File: src/rtl/mips_ctrl_pkg.sv
// -----------------------------------------------------------------------------
// mips_ctrl_pkg
// Shared definitions for the MIPS run-control sequencer and its helpers.
//   - ctrl_state_t : run-control FSM states. The numeric values are visible
//                    to the debug host through state_o.
//   - CMD_*        : cmd_op encodings used on the host command channel.
//   - FLUSH_CYCLES_DEF : default restart flush length, one cycle per stage.
// -----------------------------------------------------------------------------
package mips_ctrl_pkg;

    typedef enum logic [2:0] {
        ST_IDLE  = 3'd0,
        ST_RUN   = 3'd1,
        ST_STEP  = 3'd2,
        ST_DONE  = 3'd3,
        ST_FLUSH = 3'd4
    } ctrl_state_t;

    localparam logic [1:0] CMD_RUN     = 2'd0;
    localparam logic [1:0] CMD_STEP    = 2'd1;
    localparam logic [1:0] CMD_HALT    = 2'd2;
    localparam logic [1:0] CMD_RESTART = 2'd3;

    localparam int FLUSH_CYCLES_DEF = 5;

endpackage

File: src/rtl/mips_sat_counter.sv
// -----------------------------------------------------------------------------
// mips_sat_counter
// CNT_W-bit up-counter that sticks at all-ones instead of wrapping.
// Ports:
//   clk   : rising-edge clock
//   rst   : synchronous active-high reset (count -> 0)
//   clr   : synchronous clear, takes priority over inc
//   inc   : add one this cycle (ignored once saturated)
//   count : current value
// -----------------------------------------------------------------------------
module mips_sat_counter #(
    parameter int CNT_W = 32
) (
    input  logic             clk,
    input  logic             rst,
    input  logic             clr,
    input  logic             inc,
    output logic [CNT_W-1:0] count
);

    always_ff @(posedge clk) begin
        if (rst || clr) begin
            count <= '0;
        end else if (inc && (count != {CNT_W{1'b1}})) begin
            count <= count + {{(CNT_W-1){1'b0}}, 1'b1};
        end
    end

endmodule

File: src/rtl/mips_exec_controller.sv
// -----------------------------------------------------------------------------
// mips_exec_controller
// Run-control sequencer for the 5-stage MIPS pipeline. Decides each cycle
// whether the pipeline advances or is flushed, takes RUN/STEP/HALT/RESTART
// from the debug host, detects a retired HALT and counts executed cycles.
//
// Optional feature macro: MIPS_EXEC_BREAKPOINT_EN
//   Adds a PC breakpoint (bp_valid, bp_pc, if_pc, bp_hit). A match while
//   running drops back to IDLE after the matching cycle; STEP ignores it.
//
// Ports:
//   ClockIn     : system clock, rising edge
//   Reset       : synchronous active-high reset
//   cmd_valid   : host command present
//   cmd_op      : 0 RUN, 1 STEP, 2 HALT, 3 RESTART
//   cmd_ready   : command can be accepted this cycle (decoded from state)
//   wb_halt     : HALT instruction valid in MEM/WB
//   pipe_en     : pipeline advance enable
//   pipe_flush  : synchronous clear of PC and pipeline registers
//   state_o     : FSM state encoding for the host
//   done        : program retired a HALT
//   cycle_count : cycles with pipe_en=1 since last RESTART/Reset (saturating)
//   bp_valid, bp_pc, if_pc, bp_hit : breakpoint interface (macro only)
//
// state    | meaning
// ---------+---------------------------------------------------------------
// IDLE  0  | pipeline frozen, waiting for a host command
// RUN   1  | free running until HALT retires, HALT command or breakpoint
// STEP  2  | exactly one advance cycle, then back to IDLE (or DONE)
// DONE  3  | HALT retired; only RESTART leaves
// FLUSH 4  | pipe_flush held FLUSH_CYCLES cycles, then IDLE
// -----------------------------------------------------------------------------
module mips_exec_controller
    import mips_ctrl_pkg::*;
#(
    parameter int CNT_W        = 32,
    parameter int FLUSH_CYCLES = FLUSH_CYCLES_DEF
`ifdef MIPS_EXEC_BREAKPOINT_EN
    ,
    parameter int PC_W         = 32
`endif
) (
    input  logic             ClockIn,
    input  logic             Reset,
    input  logic             cmd_valid,
    input  logic [1:0]       cmd_op,
    output logic             cmd_ready,
    input  logic             wb_halt,
    output logic             pipe_en,
    output logic             pipe_flush,
    output logic [2:0]       state_o,
    output logic             done,
    output logic [CNT_W-1:0] cycle_count
`ifdef MIPS_EXEC_BREAKPOINT_EN
    ,
    input  logic             bp_valid,
    input  logic [PC_W-1:0]  bp_pc,
    input  logic [PC_W-1:0]  if_pc,
    output logic             bp_hit
`endif
);

    // Counter wide enough to hold FLUSH_CYCLES-1 (at least one bit).
    localparam int FC_W = (FLUSH_CYCLES > 1) ? $clog2(FLUSH_CYCLES) : 1;

    ctrl_state_t     state;
    ctrl_state_t     next_state;
    logic [FC_W-1:0] flush_cnt;
    logic            cmd_fire;
    logic            flush_entry;
    logic            bp_go;

    assign cmd_ready = (state == ST_IDLE) || (state == ST_RUN) || (state == ST_DONE);
    assign cmd_fire  = cmd_valid && cmd_ready;

`ifdef MIPS_EXEC_BREAKPOINT_EN
    assign bp_go = bp_valid && (if_pc == bp_pc);
`else
    assign bp_go = 1'b0;
`endif

    always_ff @(posedge ClockIn) begin
        if (Reset) begin
            state <= ST_IDLE;
        end else begin
            state <= next_state;
        end
    end

    always_comb begin
        next_state = state;
        pipe_en    = 1'b0;
        pipe_flush = 1'b0;
        done       = 1'b0;
        case (state)
            ST_IDLE: begin
                if (cmd_fire) begin
                    case (cmd_op)
                        CMD_RUN:     next_state = ST_RUN;
                        CMD_STEP:    next_state = ST_STEP;
                        CMD_RESTART: next_state = ST_FLUSH;
                        default:     next_state = ST_IDLE;
                    endcase
                end
            end
            ST_RUN: begin
                pipe_en = 1'b1;
                // Retired HALT beats breakpoint, which beats host commands.
                if (wb_halt) begin
                    next_state = ST_DONE;
                end else if (bp_go) begin
                    next_state = ST_IDLE;
                end else if (cmd_fire && (cmd_op == CMD_HALT)) begin
                    next_state = ST_IDLE;
                end else if (cmd_fire && (cmd_op == CMD_RESTART)) begin
                    next_state = ST_FLUSH;
                end
            end
            ST_STEP: begin
                pipe_en    = 1'b1;
                next_state = wb_halt ? ST_DONE : ST_IDLE;
            end
            ST_DONE: begin
                done = 1'b1;
                if (cmd_fire && (cmd_op == CMD_RESTART)) begin
                    next_state = ST_FLUSH;
                end
            end
            ST_FLUSH: begin
                pipe_flush = 1'b1;
                if (flush_cnt == '0) begin
                    next_state = ST_IDLE;
                end
            end
            default: next_state = ST_IDLE;
        endcase
    end

    assign flush_entry = (state != ST_FLUSH) && (next_state == ST_FLUSH);

    // Loaded with FLUSH_CYCLES-1 on entry; terminal count zero ends FLUSH.
    always_ff @(posedge ClockIn) begin
        if (Reset) begin
            flush_cnt <= '0;
        end else if (flush_entry) begin
            flush_cnt <= FC_W'(FLUSH_CYCLES - 1);
        end else if ((state == ST_FLUSH) && (flush_cnt != '0)) begin
            flush_cnt <= flush_cnt - FC_W'(1);
        end
    end

`ifdef MIPS_EXEC_BREAKPOINT_EN
    always_ff @(posedge ClockIn) begin
        if (Reset) begin
            bp_hit <= 1'b0;
        end else begin
            bp_hit <= (state == ST_RUN) && !wb_halt && bp_go;
        end
    end
`endif

    // The counter clears on FLUSH entry even if that edge would also count.
    mips_sat_counter #(
        .CNT_W (CNT_W)
    ) u_cycle_cnt (
        .clk   (ClockIn),
        .rst   (Reset),
        .clr   (flush_entry),
        .inc   (pipe_en),
        .count (cycle_count)
    );

    assign state_o = state;

endmodule

File: config.mk
export PLATFORM = sky130hd
export DESIGN_NAME = mips_exec_controller
export DESIGN_NICKNAME = d
export VERILOG_FILES = /design/src/rtl/mips_ctrl_pkg.sv /design/src/rtl/mips_sat_counter.sv /design/src/rtl/mips_exec_controller.sv
export SDC_FILE = /design/constraint.sdc
export NUM_CORES = 1
export LEC_CHECK = 0
export ABC_AREA = 1
export CORE_AREA = 2 2 91 93
export DETAILED_ROUTE_END_ITERATION = 10
export DIE_AREA = 0 0 93 95
export SETUP_SLACK_MARGIN = 0.2
export SLEW_MARGIN = 20
export SYNTH_ARGS = -nofsm -noshare
export SYNTH_HDL_FRONTEND = slang
export SYNTH_SLANG_ARGS = --single-unit
File: constraint.sdc
create_clock -name ClockIn -period 2.1 [get_ports ClockIn]
set_input_delay 0.315 -clock ClockIn [delete_from_list [all_inputs] [get_ports ClockIn]]
set_output_delay 0.315 -clock ClockIn [all_outputs]
set_load 0.01 [all_outputs]
# Word-level counts from Yosys, hierarchy flattened
# Cells that the tools add are included.
dict set report op_classes {
  n_mux 13
  reduce_logical 16
  eq_ne 10
  n_addsub 2
}
# op count
set op_table {}
lappend op_table {{32-bit by 1-bit adder with 32-bit output (second input constant)} 1}
lappend op_table {{32-bit != test (second input constant)} 1}
lappend op_table {{3-bit two-way mux} 7}
lappend op_table {{3-bit case mux with 5 select lines} 1}
lappend op_table {{3-bit case mux with 3 select lines} 1}
lappend op_table {{3-bit by 2-bit equality test with 1-bit output (second input constant)} 2}
lappend op_table {{3-bit equality test (second input constant)} 2}
lappend op_table {{1-bit logical AND} 6}
lappend op_table {{3-bit logical NOT} 2}
lappend op_table {{2-bit equality test (second input constant)} 2}
lappend op_table {{2-bit OR reduction} 2}
lappend op_table {{3-bit by 1-bit equality test with 1-bit output (second input constant)} 1}
lappend op_table {{1-bit logical OR} 3}
lappend op_table {{1-bit two-way mux} 3}
lappend op_table {{3-bit != test (second input constant)} 1}
lappend op_table {{3-bit nonzero test} 1}
lappend op_table {{3-bit by 1-bit subtractor with 3-bit output (second input constant)} 1}
lappend op_table {{2-bit by 1-bit equality test with 1-bit output (second input constant)} 1}
lappend op_table {{2-bit logical NOT} 1}
lappend op_table {{2-bit two-way mux} 1}
lappend op_table {{2-bit nonzero test} 1}
dict set report word_totals {
  reg_bits 38
  elab_cells 45
  out_inout_bits 39
}

# Longest topological paths before layout
dict set report depth {
  ltp_word 12
  depth_mapped 14
  mapped_depth_nobuf 12
}

# Modules after synthesis
# From an unflattened synthesis, not the netlist that was laid out.
dict set report hier_totals {
  cells_unflattened 404
  hier_area_um2 2512.4
}
# mod area_per_inst_um2 cells_each seq_area_each_um2 instances
set by_module_without_submodules {}
lappend by_module_without_submodules {mips_sat_counter 2028.2 328 640.6 1}
lappend by_module_without_submodules {mips_exec_controller 484.2 76 120.1 1}

# Least setup slack after synthesis
# No wires, ideal clock.
dict set report synth_timing {
  kind {flip-flop to flip-flop}
  from {register u_cycle_cnt.count[0]}
  to {register u_cycle_cnt.count[19]}
  required_ps 1980
  synth_period_minus_slack_ps 1838
  slack_ps 262
  n_path_buf 2
  path_stages_with_launch 13
  arrival_time_ps 1718
  cell_sequence {dfxtp_1 ha_1 buf_2 inv_1 nor2_4 nand2_4 nor2_4 nand2_4 nand2_8 inv_4 buf_6 a21oi_1 nor2_1}
}
dict set report synth_via {
  elab_chain_len 2
  word_cells_on_any_way 3
  cone_classes {add/sub (1); eq/ne (1); reduce/logical (1)}
}
# element line_no
set synth_lines {}
lappend synth_lines {{from (decl)} mips_sat_counter.sv:18} ;# output logic [CNT_W-1:0] count
lappend synth_lines {{from (signal assigned)} mips_sat_counter.sv:25} ;# count <= count + {{(CNT_W-1){1'b0}}, 1'b1};
lappend synth_lines {{parallel branches: the longest is 2 deep, another holds 32-bit by 1-bit adder with 32-bit output} --}
# Several ways; the timed one is not identified.
# A chain may end at the register's enable or synchronous reset.

# Final worst setup path
dict set report layout_timing {
  from {register state[2], in the netlist state_o[2]}
  to {output done}
}
dict set report layout_via {
  elab_chain_len 2
}
# element line_no
set layout_lines {}
lappend layout_lines {{from (decl)} mips_exec_controller.sv:66} ;# ctrl_state_t state;
lappend layout_lines {{from (signal assigned)} mips_exec_controller.sv:86} ;# state <= next_state;
lappend layout_lines {{3-bit by 2-bit equality test with 1-bit output} mips_exec_controller.sv:95} ;# case (state)
lappend layout_lines {{1-bit two-way mux} mips_exec_controller.sv:95}
lappend layout_lines {{to (decl)} mips_exec_controller.sv:52} ;# output logic done,
# Every way passes these cells.

==> results.json <==
{
  "outcome": "finished, final reports clean",
  "worst_clock_skew_ns": 0.00722,
  "netlist_top_cells_area": "sky130_fd_sc_hd__dfxtp_1 28%, sky130_fd_sc_hd__nand2_1 22%, sky130_fd_sc_hd__nor2_1 13%",
  "setup_viol": 0,
  "worst_setup_hold_path_clk_slew_ns": 0.09,
  "grt_start_max_net_pins": 35,
  "multi_input_comb_area_sq_um": 1620,
  "synth_seq_cells": 38,
  "yosysWarningCount": 0,
  "maxCapViolCount": 0,
  "setup.worst_path.end_class": "primary output",
  "total_leakage_power_nw": 1.28,
  "rsz0062_at_grt": "false",
  "hold_path_depth": 4,
  "count_of_clock_tree_sinks": 38,
  "synth_common_cells": "155 x sky130_fd_sc_hd__nand2_1, 93 x sky130_fd_sc_hd__nor2_1, 63 x sky130_fd_sc_hd__inv_1",
  "gp_congestion": 0.907,
  "hold_start": "flush_cnt[1]",
  "via_count_of_the_first_global_routing_pass": 2696,
  "vias_per_cell": 4.69,
  "cts-root-to-sink-buffers": 2,
  "hold_buffers": 0,
  "antenna_violations_before_repair": 0,
  "placement.setup.worst_slack_ns": 0.252,
  "ff2ff_path_depth": 9,
  "pwr-share-clk_pct": 32.8,
  "placement_rows": 33,
  "worst_slew_margin_rel_pct": 78.3,
  "io_buffers": 44,
  "synth.most_common_cell": "sky130_fd_sc_hd__nand2_1",
  "dieHeight_um": 95,
  "final.setup.tns_ns": 0,
  "die-width_um": 93,
  "grt.total_usage_pct": 17.3,
  "clk_latency_ns": 0.30,
  "syn_area_per_cell_sq_um": 5.78,
  "routed-via-count": 2918,
  "critical_path_data_arrival_time_ns": 1.49,
  "drt_first_iter_violations": 140,
  "finalPower_mw": 1.96,
  "detail_route.wirelength_um": 7270,
  "critical_path_required_ns": 1.78,
  "worstSetupPathType": "register to primary output",
  "initial_utilization_pct": 34.0,
  "wl_per_cell_um": 11.7,
  "detailedRoute.firstPassIterationCount": 4,
  "final_design_area_no_fill_sq_um": 3430,
  "layout.filler_cells": 841,
  "worst_r2r_startpoint": "u_cycle_cnt.count[21]",
  "syn-num-nets": 476,
  "syn-cell-area_sq_um": 2700,
  "synth_edf_count": 0,
  "fin_crit_share_pct": 85.7,
  "ir_drop_uv": 270,
  "pwr_density_cell_nw_per_um2": 573,
  "pin_count": 45,
  "netlist_instances": 467,
  "drt_drc_violations_left": 0,
  "postRouteAntennaNets": 0,
  "fin_nets": 525,
  "post-dp-hpwl_um": 5470,
  "final-max-slew-violation-count": 0,
  "p_sw_mw": 0.666,
  "critical_path_origin": "state_o[2]",
  "placed_cells": 613,
  "ff_to_ff_setup_slack_ns": 0.36,
  "power.combinational.fraction_pct": 28.0,
  "final_layout_size_suffix_gt1_share_pct": 8.32,
  "fp.dieArea_sq_um": 8840,
  "ctsHtreeMaxLevel": 2,
  "post_synth_num_cell_types": 24,
  "cts.root.buffer_cell": "sky130_fd_sc_hd__clkbuf_8",
  "area_growth_from_synthesis_to_layout_pct": 27.1,
  "finalHoldViolations": 0,
  "global_route.overflow_total": 0,
  "cts_tree": "done",
  "share_seq_of_total_power_pct": 39.2,
  "power.switching_fraction_pct": 33.9,
  "final.setup.worst_slack_ns": 0.299,
  "worstSetupStartpointType": "register",
  "post-synth-top-area-cell": "sky130_fd_sc_hd__dfxtp_1",
  "end_of_flow_core_utilization_pct": 43.3,
  "cts-buffers-inserted": 5,
  "max_clock_freq_mhz": 555,
  "synth-async-reset-ratio_pct": 0,
  "internal-power_mw": 1.30,
  "synth_flop_cell": "sky130_fd_sc_hd__dfxtp_1",
  "path_max_fanout": 8,
  "finalWorstPathRequiredPeriod_ns": 1.80,
  "insertedDiodeCount": 0,
  "worst_slew_pin_slew_ns": 0.324,
  "grt_pass1_wl_um": 12200,
  "ys_seq_area_share_pct": 28.2,
  "worstHoldPathType": "register to register",
  "final_std_cells_w_o_fill": 622,
  "hold_ws_ns": 0.562,
  "floorplan.core_area_sq_um": 7930,
  "netlist.area_leader.share_pct": 28.2,
  "postPlaceCellArea_sq_um": 3250,
  "sequential_cell_area_sq_um": 772
}
power groups by stage:
| stage | sequential [mW] | combinational (mW) | clock [mW] |
|---|---|---|---|
| 2_1_floorplan | 0.795 | 0.374 | 0 |
| 4_1_cts | 0.765 | 0.507 | 0.665 |
| 3_5_place_dp | 0.782 | 0.510 | 0 |
| 3_3_place_gp | 0.782 | 0.510 | 0 |
| 6_report | 0.770 | 0.550 | 0.645 |
| 5_1_grt | 0.775 | 0.609 | 0.691 |
repair_timing:
action	CTS	global route
setup buffers	0	1
resized for setup	1	19
pin swaps	0	2
setup endpoints to repair	1	26
worst max-delay path: stages, from the launching register on:
cell and delay [ns]:
sky130_fd_sc_hd__dfxtp_1 0.33, sky130_fd_sc_hd__inv_2 0.12, sky130_fd_sc_hd__nand3_1 0.10, sky130_fd_sc_hd__inv_1 0.09, sky130_fd_sc_hd__clkdlybuf4s50_1 0.54
state kept, by name (all words and copies together), names as in the netlist:
signal and cells:
u_cycle_cnt.count 32, flush_cnt 3, state_o 3
final timing paths:
kind / to
max: done
min: flush_cnt[1]
max reg2reg: u_cycle_cnt.count[21]
min reg2reg: flush_cnt[1]
layout by cell type, fill, tap and decap left out, drive strengths merged:
| cell | synthesis | layout |
|---|---|---|
| nand2 | 159 | 159 |
| nor2 | 99 | 99 |
| inv | 64 | 64 |
| clkdlybuf4s50 | 0 | 42 |
| dfxtp | 38 | 38 |
| a21oi | 32 | 32 |
| nand3 | 30 | 30 |
| buf | 12 | 10 |
| nand4 | 8 | 8 |
| o21ai | 8 | 8 |
| xnor2 | 8 | 8 |
| clkbuf | 0 | 5 |
| xor2 | 4 | 4 |
| ha | 3 | 3 |
| clkinvlp | 0 | 2 |
| a31oi | 1 | 1 |
| o22ai | 1 | 1 |
| bufinv | 0 | 1 |
| dlygate4sd2 | 0 | 1 |
| dlymetal6s2s | 0 | 1 |
layer usage:
layer  global-route usage [%]  routed length (um)  up-vias
met3                     2.95                 324       16
met4                     7.35                 209        0
met5                        0                   0        -
li1                         -                   -     1533
met1                     22.0                3500     1290
met2                     29.0                3240       79
kinds of logic (layout without fill, tap and decap cells):
kind of cell | after synthesis | in the layout | share of synthesized area (%)
AO/OA/AOI/OAI | 42 | 42 | 8.02
buffers and inverters | 76 | 126 | 12.8
XOR/XNOR | 12 | 12 | 3.89
flip-flops | 38 | 38 | 28.2
AND/OR/NAND/NOR | 296 | 296 | 45.7
adder cells (fa/ha/maj) | 3 | 3 | 1.39
area by class of cell:
type | count | area share, %
clock buffer | 5 | 2.01
clock inverter | 3 | 1.31
inverter | 64 | 7.08
multi-input combinational | 353 | 47.2
sequential | 38 | 22.5
tap | 105 | 3.83
timing repair buffer | 54 | 16.0
Note: power is estimated with default switching activity, not from simulation.
